### config.mk
export PLATFORM = sky130hd
export DESIGN_NAME = bcd_down_timer
export DESIGN_NICKNAME = d
export VERILOG_FILES = /design/src/rtl/bcd_down_timer_pkg.sv /design/src/rtl/bcd_down_timer_digit.sv /design/src/rtl/bcd_down_timer.sv
export SDC_FILE = /design/constraint.sdc
export NUM_CORES = 1
export LEC_CHECK = 0
export BUFFER_PORTS_ARGS = -buffer_cell sky130_fd_sc_hd__clkbuf_2
export CAP_MARGIN = 5
export CORE_UTILIZATION = 51
export CTS_BUF_LIST = sky130_fd_sc_hd__clkbuf_8
export CTS_CLUSTER_DIAMETER = 200
export CTS_CLUSTER_SIZE = 8
export DETAILED_ROUTE_END_ITERATION = 10
export PLACE_DENSITY_LB_ADDON = 0.3
export SLEW_MARGIN = 20
export SYNTH_ARGS = -nofsm -noshare
export SYNTH_HDL_FRONTEND = slang
export SYNTH_SLANG_ARGS = --single-unit
### constraint.sdc
create_clock -name clock_i -period 2.1 [get_ports clock_i]
set_clock_uncertainty 0.05 [all_clocks]
set_input_delay 0.42 -clock clock_i [delete_from_list [all_inputs] [get_ports clock_i]]
set_output_delay 0.42 -clock clock_i [all_outputs]
set_load 0.005 [all_outputs]
### src/rtl/bcd_down_timer_pkg.sv
// Shared constants, FSM encoding and digit-modulus helper for the BCD down timer.
package bcd_down_timer_pkg;

    localparam int BCD_W     = 4;
    localparam int MOD_UNITS = 10;
    localparam int MOD_TENS  = 6;

    typedef enum logic [1:0] {
        ST_IDLE    = 2'd0,
        ST_RUN     = 2'd1,
        ST_EXPIRED = 2'd2
    } state_e;

    // Odd-index digits are the tens of seconds/minutes when mm:ss mode is on.
    function automatic int digit_mod(input int idx, input bit minsec);
        return (minsec && idx[0]) ? MOD_TENS : MOD_UNITS;
    endfunction

endpackage

### src/rtl/bcd_down_timer_digit.sv
// One BCD digit register: sanitising load, borrow-chained decrement with wrap to MOD-1.
module bcd_digit_down
    import bcd_down_timer_pkg::*;
#(
    parameter int MOD = 10
) (
    input  logic             clock_i,
    input  logic             clearn_i,
    input  logic             load_i,
    input  logic [BCD_W-1:0] data_i,
    input  logic             dec_i,
    input  logic             borrow_i,
    output logic             borrow_o,
    output logic             is_zero_o,
    output logic [BCD_W-1:0] san_o,
    output logic [BCD_W-1:0] digit_o
);

    localparam logic [BCD_W-1:0] MAX_DIGIT = BCD_W'(MOD - 1);

    logic [BCD_W-1:0] digit_q;
    logic [BCD_W-1:0] digit_d;

    assign san_o     = (data_i > MAX_DIGIT) ? '0 : data_i;
    assign is_zero_o = (digit_q == '0);
    assign borrow_o  = borrow_i & is_zero_o;
    assign digit_o   = digit_q;

    always_comb begin
        digit_d = digit_q;
        if (load_i) begin
            digit_d = san_o;
        end else if (dec_i && borrow_i) begin
            digit_d = is_zero_o ? MAX_DIGIT : digit_q - BCD_W'(1);
        end
    end

    always_ff @(posedge clock_i) begin
        if (!clearn_i) begin
            digit_q <= '0;
        end else begin
            digit_q <= digit_d;
        end
    end

endmodule

### src/rtl/bcd_down_timer.sv
// Multi-digit BCD down timer: run/pause/expire FSM, reload shadow, one-cycle tc on expiry.
module bcd_down_timer
    import bcd_down_timer_pkg::*;
#(
    parameter int NUM_DIGITS  = 4,
    parameter bit MINSEC      = 1'b1,
    parameter bit AUTO_RELOAD = 1'b0
) (
    input  logic                        clock_i,
    input  logic                        clearn_i,
    input  logic [BCD_W*NUM_DIGITS-1:0] data_i,
    input  logic                        loadn_i,
    input  logic                        start_i,
    input  logic                        stop_i,
    input  logic                        tick_i,
    output logic [BCD_W*NUM_DIGITS-1:0] digits_o,
    output logic                        zero_o,
    output logic                        tc_o,
    output logic                        running_o
);

    localparam int VW = BCD_W * NUM_DIGITS;

    state_e          state_q, state_d;
    logic            tc_q, tc_d;
    logic [VW-1:0]   shadow_q, shadow_d;
    logic [VW-1:0]   san;
    logic [VW-1:0]   ld_dat;
    logic            ld_en;
    logic            dec_en;
    logic            is_one;
    logic [NUM_DIGITS:0]   borrow;
    logic [NUM_DIGITS-1:0] is_zero;

    // Outside an external load the only load source is the reload shadow.
    assign ld_dat    = loadn_i ? shadow_q : data_i;
    assign borrow[0] = 1'b1;

    for (genvar g = 0; g < NUM_DIGITS; g++) begin : gen_digit
        bcd_digit_down #(
            .MOD(digit_mod(g, MINSEC))
        ) u_digit (
            .clock_i  (clock_i),
            .clearn_i (clearn_i),
            .load_i   (ld_en),
            .data_i   (ld_dat[BCD_W*g +: BCD_W]),
            .dec_i    (dec_en),
            .borrow_i (borrow[g]),
            .borrow_o (borrow[g+1]),
            .is_zero_o(is_zero[g]),
            .san_o    (san[BCD_W*g +: BCD_W]),
            .digit_o  (digits_o[BCD_W*g +: BCD_W])
        );
    end

    // A borrow escaping the top digit means every digit is zero.
    assign zero_o    = borrow[NUM_DIGITS];
    assign is_one    = (digits_o[BCD_W-1:0] == BCD_W'(1)) &&
                       (&(is_zero | (NUM_DIGITS)'(1)));
    assign tc_o      = tc_q;
    assign running_o = (state_q == ST_RUN);

    always_comb begin
        state_d  = state_q;
        tc_d     = 1'b0;
        shadow_d = shadow_q;
        ld_en    = 1'b0;
        dec_en   = 1'b0;
        if (!loadn_i) begin
            ld_en    = 1'b1;
            shadow_d = san;
            state_d  = ST_IDLE;
        end else if (stop_i) begin
            state_d = ST_IDLE;
        end else begin
            case (state_q)
                ST_IDLE: begin
                    if (start_i && !zero_o) begin
                        state_d = ST_RUN;
                    end
                end
                ST_RUN: begin
                    if (tick_i) begin
                        if (zero_o) begin
                            if (AUTO_RELOAD && (shadow_q != '0)) begin
                                ld_en = 1'b1;
                            end else begin
                                state_d = ST_IDLE;
                            end
                        end else begin
                            dec_en = 1'b1;
                            if (is_one) begin
                                tc_d = 1'b1;
                                if (!AUTO_RELOAD) begin
                                    state_d = ST_EXPIRED;
                                end
                            end
                        end
                    end
                end
                ST_EXPIRED: begin
                    state_d = ST_EXPIRED;
                end
                default: begin
                    state_d = ST_IDLE;
                end
            endcase
        end
    end

    always_ff @(posedge clock_i) begin
        if (!clearn_i) begin
            state_q  <= ST_IDLE;
            tc_q     <= 1'b0;
            shadow_q <= '0;
        end else begin
            state_q  <= state_d;
            tc_q     <= tc_d;
            shadow_q <= shadow_d;
        end
    end

endmodule

After elaboration in Yosys (flattened, before gate mapping)
Index checks and enable logic that the tools add are counted.
- equality and inequality tests: 10
- bitwise logic cells: 7
- $add $sub $neg: 4
- multiplexer cells: 28
- reductions and logical operators: 15
- order comparisons: 4
- operator list (cell ; count):
    4-bit 2-to-1 mux ; 16
    4-bit logical NOT ; 4
    16-bit 2-to-1 mux ; 1
    4-bit by 1-bit subtractor with 4-bit output (second input constant) ; 4
    4-bit by 3-bit greater-than comparator with 1-bit output (second input constant) ; 2
    4-bit greater-than comparator (second input constant) ; 2
    2-bit 2-to-1 mux ; 4
    2-bit by 1-bit inequality test with 1-bit output (second input constant) ; 4
    1-bit 2-to-1 mux ; 6
    2-bit case mux with 3 select lines ; 1
    3-bit AND reduction ; 2
    6-bit OR reduction ; 1
    1-bit logical AND ; 5
    4-bit by 1-bit equality test with 1-bit output (second input constant) ; 1
    2-bit inequality test (second input constant) ; 2
    1-bit inverter ; 4
    1-bit bitwise AND ; 3
    3-bit by 2-bit inequality test with 1-bit output (second input constant) ; 1
    3-bit OR reduction ; 1
    2-bit by 1-bit equality test with 1-bit output (second input constant) ; 1
    2-bit equality test (second input constant) ; 1
    2-bit logical NOT ; 1
    1-bit logical NOT ; 1
- flip-flop bits (word level): 35
- output and inout port bits: 19

Longest topological paths before layout
- word-level depth: 12
- depth in mapped cells: 5
- gate-level depth less buffers: 5

By module
Synthesis repeated with hierarchy kept, for this count alone.
- cells, all modules: 244
- area, all modules: 1989.4 um2
- by module, submodules not included (module ; seq. area each (um2) ; times used ; cells each ; area an instance (um2)):
    bcd_down_timer ; 380.4 ; 1 ; 126 ; 935.9
    bcd_digit_down (gen_digit[0].u_digit ...) ; 80.1 ; 2 ; 31 ; 265.3
    bcd_digit_down (gen_digit[1].u_digit ...) ; 80.1 ; 2 ; 28 ; 261.5

Worst setup path after synthesis
Ideal clock, no wire load.
- kind: register to register
- start: reg gen_digit[2].u_digit.digit_q[1]
- end: reg state_q[1]
- library setup time: 0.079 ns
- setup slack: 0.346 ns
- clock period less this slack: 1.754 ns
- stages on the path, launching flop included: 5
- data required time: 1.971 ns
- arrival: 1.625 ns
- cell sequence: dfxtp_1 nor4_4 nand3_2 or4_4 a211oi_2
- cells in the longest elaborated chain, start to end: 7
- elaborated cells between the ends (all ways): 13
- ends and longest elaborated chain (item ; RTL line ; RTL):
    start: declaration ; bcd_down_timer_digit.sv:21 ; logic [BCD_W-1:0] digit_q;
    start signal: assignment ; bcd_down_timer_digit.sv:42 ; digit_q <= digit_d;
    4-bit logical NOT (*) ; bcd_down_timer_digit.sv:25 ; assign is_zero_o = (digit_q == '0);
    1-bit bitwise AND (2 in series) ; bcd_down_timer_digit.sv:26 ; assign borrow_o = borrow_i & is_zero_o;
    1-bit logical NOT ; bcd_down_timer.sv:78 ; if (start_i && !zero_o) begin
    1-bit logical AND ; bcd_down_timer.sv:78 ;
    2-bit inequality test (no source line) ; -- ;
    3-bit AND reduction (no source line) ; -- ;
    end signal: assignment ; bcd_down_timer.sv:117 ; state_q <= state_d;
    end: declaration ; bcd_down_timer.sv:24 ; state_e state_q, state_d;
Every way passes the cells marked *; elsewhere a longest branch is shown, timed or not. The select of a mux whose other input is x is not followed.
A chain may end at the register's enable or synchronous reset.

Worst setup path in the final report
- start: reg gen_digit[2].u_digit.digit_q[0]
- end: out zero_o
- cells in the longest elaborated chain, start to end: 3
- ends and longest elaborated chain (item ; RTL line ; RTL):
    4-bit logical NOT ; bcd_down_timer_digit.sv:25 ;
    1-bit bitwise AND (2 in series) ; bcd_down_timer_digit.sv:26 ;
    end: declaration ; bcd_down_timer.sv:17 ; output logic zero_o,
Every way passes these cells.

==> summary.txt <==
Status
  • Status: finished clean

Synthesis
  • Post-synthesis cell type count: 45
  • Average size of a mapped cell: 8.19 sq um
  • Mapped Cells: 154
  • Synth warnings: 0
  • Post-synthesis register bit count: 19
  • Net Count, Synth: 176
  • Synth Flop Type: dfxtp_1
  • Synth top area share: 30.2%
  • Area leader, netlist: dfxtp_1
  • Post-synthesis cell area: 1260 sq um
  • Seq/Total Area, Yosys: 30.2%
  • EDFF count, synth: 0
  • FFs w/ async S/R, synth: 0%
  • Ranking of synthesized cells by area: dfxtp_1 30%, nor4_4 5.1%, o21ai_0 4.8%

GRT
  • Initial antenna violation count: 0
  • Vias in the first global route: 1243
  • Total gr overflow: 0
  • First-pass GRT wire length: 5.40 mm
  • Tot GR Track Use: 26.9%
  • Largest net degree at the start of global routing: 15

CTS
  • CTS clk-pin slew, worst paths: 0.08 ns
  • CTS Buf Count: 3
  • Clock Path Buffers: 2
  • CTS tree: done
  • Sink Count: 19
  • H-tree Lvls: 1
  • Root Driver: clkbuf_8
  • Clock latency on the worst-skew pair: 0.26 ns
  • Hold Buf Count CTS: 0

Drt
  • Post-DRT Antenna Nets: 0
  • Drt total wl: 3.44 mm
  • Initial drt markers: 48
  • DRT Pass-1 Iters: 4
  • DRC: 0
  • Routed vias/inst: 6.29
  • Wire length per cell: 15.0 um
  • Detailed-route via count: 1441

Power and ir drop
  • Clock share of power: 29.7%
  • Switching power total: 0.000274 W
  • Seq pwr share: 45.7%
  • Leakage: 0.667 nW
  • Peak VDD IR: 0.395 mV
  • Switching Share: 31.1%
  • Power Density: 553 nW/um^2
  • Internal power: 0.000606 W
  • Total power: 0.000880 W
  • Combinational share of power: 24.6%

STA
  • Final setup fails: 0
  • Max Clk Rate: 489 MHz
  • Final period utilization: 97.5%
  • Least-Margin Pin Slew: 0.423 ns
  • Final-report max-slew violation count: 0
  • Crit path time final: 2.05 ns
  • Setup TNS: 0 ns
  • Final Hold Viols: 0
  • Post-route setup slack: 0.0534 ns
  • Max_slew headroom: 71.4%

Place
  • DP Wirelength: 2.52 mm
  • Placed cell count: 220
  • Dpl ws: 0.201 ns
  • Placer Congestion: 0.803
  • Port buffer count: 40

Setup path
  • Slowest stage cell, crit path: dfxtp_1
  • Data arrival, critical path: 1.58 ns
  • WP data required: 1.63 ns
  • Critical path class: reg2out
  • CP Launch Type: flip-flop
  • CP cell instances: nor4_4 > nand4_1 > inv_2 > clkbuf_2
  • CP max stage delay: 0.41 ns
  • Crit end category: primary output
  • CP Max Fanout: 9

Flow run
  • MaxCap Viol Count: 0

Cells and area
  • Layout cells sized above 1: 33.8%
  • Final Non-Filler Cells: 229
  • N_diodes: 0
  • Nets: 224
  • Core Util, Final: 69.9%
  • Fill cell count: 177
  • Syn-to-layout area delta: 26.1%

Die
  • DIE AREA: 2680 sq um
  • Initial Util: 55.4%
  • Die H: 51.7 um
  • Row cnt: 17
  • Core ar.: 2280 sq um
  • Die width: 51.7 um
  • Top Ports: 41

Hold path
  • Hold Crit Class: in2reg
[routing by layer]
| layer | wire (um) | global-route usage [%] | up-vias |
|---|---|---|---|
| met2 | 1560 | 44.8 | 74 |
| met1 | 1490 | 34.2 | 658 |
| li1 | - | - | 698 |
| met4 | 82 | 10.4 | 0 |
| met5 | 0 | 0 | - |
| met3 | 304 | 4.68 | 11 |
[critical path: cells and delay by family (launching register included)]
| family | cells | cell delay, ns |
|---|---|---|
| buffers and inverters | 2 | 0.27 |
| AND/OR/NAND/NOR | 2 | 0.63 |
| flip-flops | 1 | 0.41 |
[final cells by class]
class,count,area (sq um),share of cell area (%)
flip-flops and latches,19,380,23.9
well taps,28,35.0,2.20
clock buffers,3,41.3,2.60
repair buffers,50,275,17.3
clock inverters,1,3.75,0.236
multi-input cells,125,843,53.0
inverters,3,11.3,0.708
[state kept, by name (all words and copies together), names as in the netlist]
register,flops
tc_o,1
gen_digit.u_digit.digit_o,16
state_q,2
[through the flow]
| step | hold slack, ns | instance area (sq um) |
|---|---|---|
| floorplan | 0.441 | 1260 |
| global placement | 0.455 | 1510 |
| detailed placement | 0.458 | 1510 |
| CTS | 0.321 | 1560 |
| global route | 0.314 | 1590 |
| finish | 0.319 | 1590 |
[power groups by stage]
| stage | combinational, W | clock, W | sequential, W |
|---|---|---|---|
| after floorplan | 0.000121 | 0 | 0.000405 |
| after global placement | 0.000193 | 0 | 0.000407 |
| after detailed placement | 0.000196 | 0 | 0.000409 |
| after CTS | 0.000203 | 0.000258 | 0.000401 |
| after global routing | 0.000235 | 0.000285 | 0.000404 |
| final | 0.000217 | 0.000261 | 0.000402 |
[placed cells by master (no fill, tap or decap), types with 2 or more instances in the layout]
| cell type | n |
|---|---|
| clkbuf_2 | 40 |
| nor3b_1 | 2 |
| or4_1 | 5 |
| nor2_1 | 12 |
| mux2i_1 | 2 |
| nand3_1 | 10 |
| nand4_1 | 3 |
| a21oi_1 | 8 |
| a21boi_0 | 2 |
| nor4_2 | 2 |
| a31oi_1 | 3 |
| nand2b_1 | 3 |
| a21o_1 | 2 |
| or2_2 | 2 |
| inv_1 | 3 |
| nand3b_1 | 3 |
| dfxtp_1 | 19 |
| o31ai_1 | 2 |
| nand2_1 | 11 |
| o21ai_0 | 12 |
| a211oi_1 | 4 |
| nor2b_1 | 2 |
| nor4_4 | 3 |
| clkbuf_8 | 3 |
| a221oi_1 | 4 |
| nor4b_1 | 3 |
| o311ai_0 | 2 |
| buf_4 | 10 |
| nor3_1 | 6 |
[final timing paths]
kind / startpoint / to / slack, ns / cells after the start
min reg2reg: gen_digit[3].u_digit.digit_o[3]$_SDFFE_PN0P_ / gen_digit[3].u_digit.digit_o[3]$_SDFFE_PN0P_ / 0.46 / 2
max: gen_digit[2].u_digit.digit_o[0]$_SDFFE_PN0P_ / zero_o / 0.05 / 4
min: stop_i / state_q[1]$_SDFFE_PP0P_ / 0.32 / 2
max reg2reg: gen_digit[1].u_digit.digit_o[1]$_SDFFE_PN0P_ / state_q[1]$_SDFFE_PP0P_ / 0.15 / 5
[cells by family (layout without fill, tap and decap cells)]
| kind of cell | Yosys count | after routing | synth area share (%) |
|---|---|---|---|
| mux | 2 | 2 | 1.59 |
| simple gates | 76 | 76 | 39.9 |
| buf+inv | 10 | 57 | 2.98 |
| flops | 19 | 19 | 30.2 |
| compound gates | 47 | 47 | 25.4 |
[cell usage after synthesis (all sizes together) (3+ instances only)]
cell / instances
nor4: 6
nand3: 11
nor4b: 3
nor3: 7
inv: 3
dfxtp: 19
nand2: 11
or4: 6
nand2b: 3
a211oi: 5
o21ai: 12
a21oi: 8
nor2: 12
clkbuf: 5
nand4: 3
a31oi: 3
a221oi: 4
nand3b: 3
[timing repair]
item | in CTS | in global routing
pin swaps | 1 | 3
buffers inserted | 1 | 4
endpoints found under the setup margin | 1 | 1
gates resized for setup | 0 | 1
endpoints found under the hold margin | 0 | 0
(Power assumes the default switching activity.)
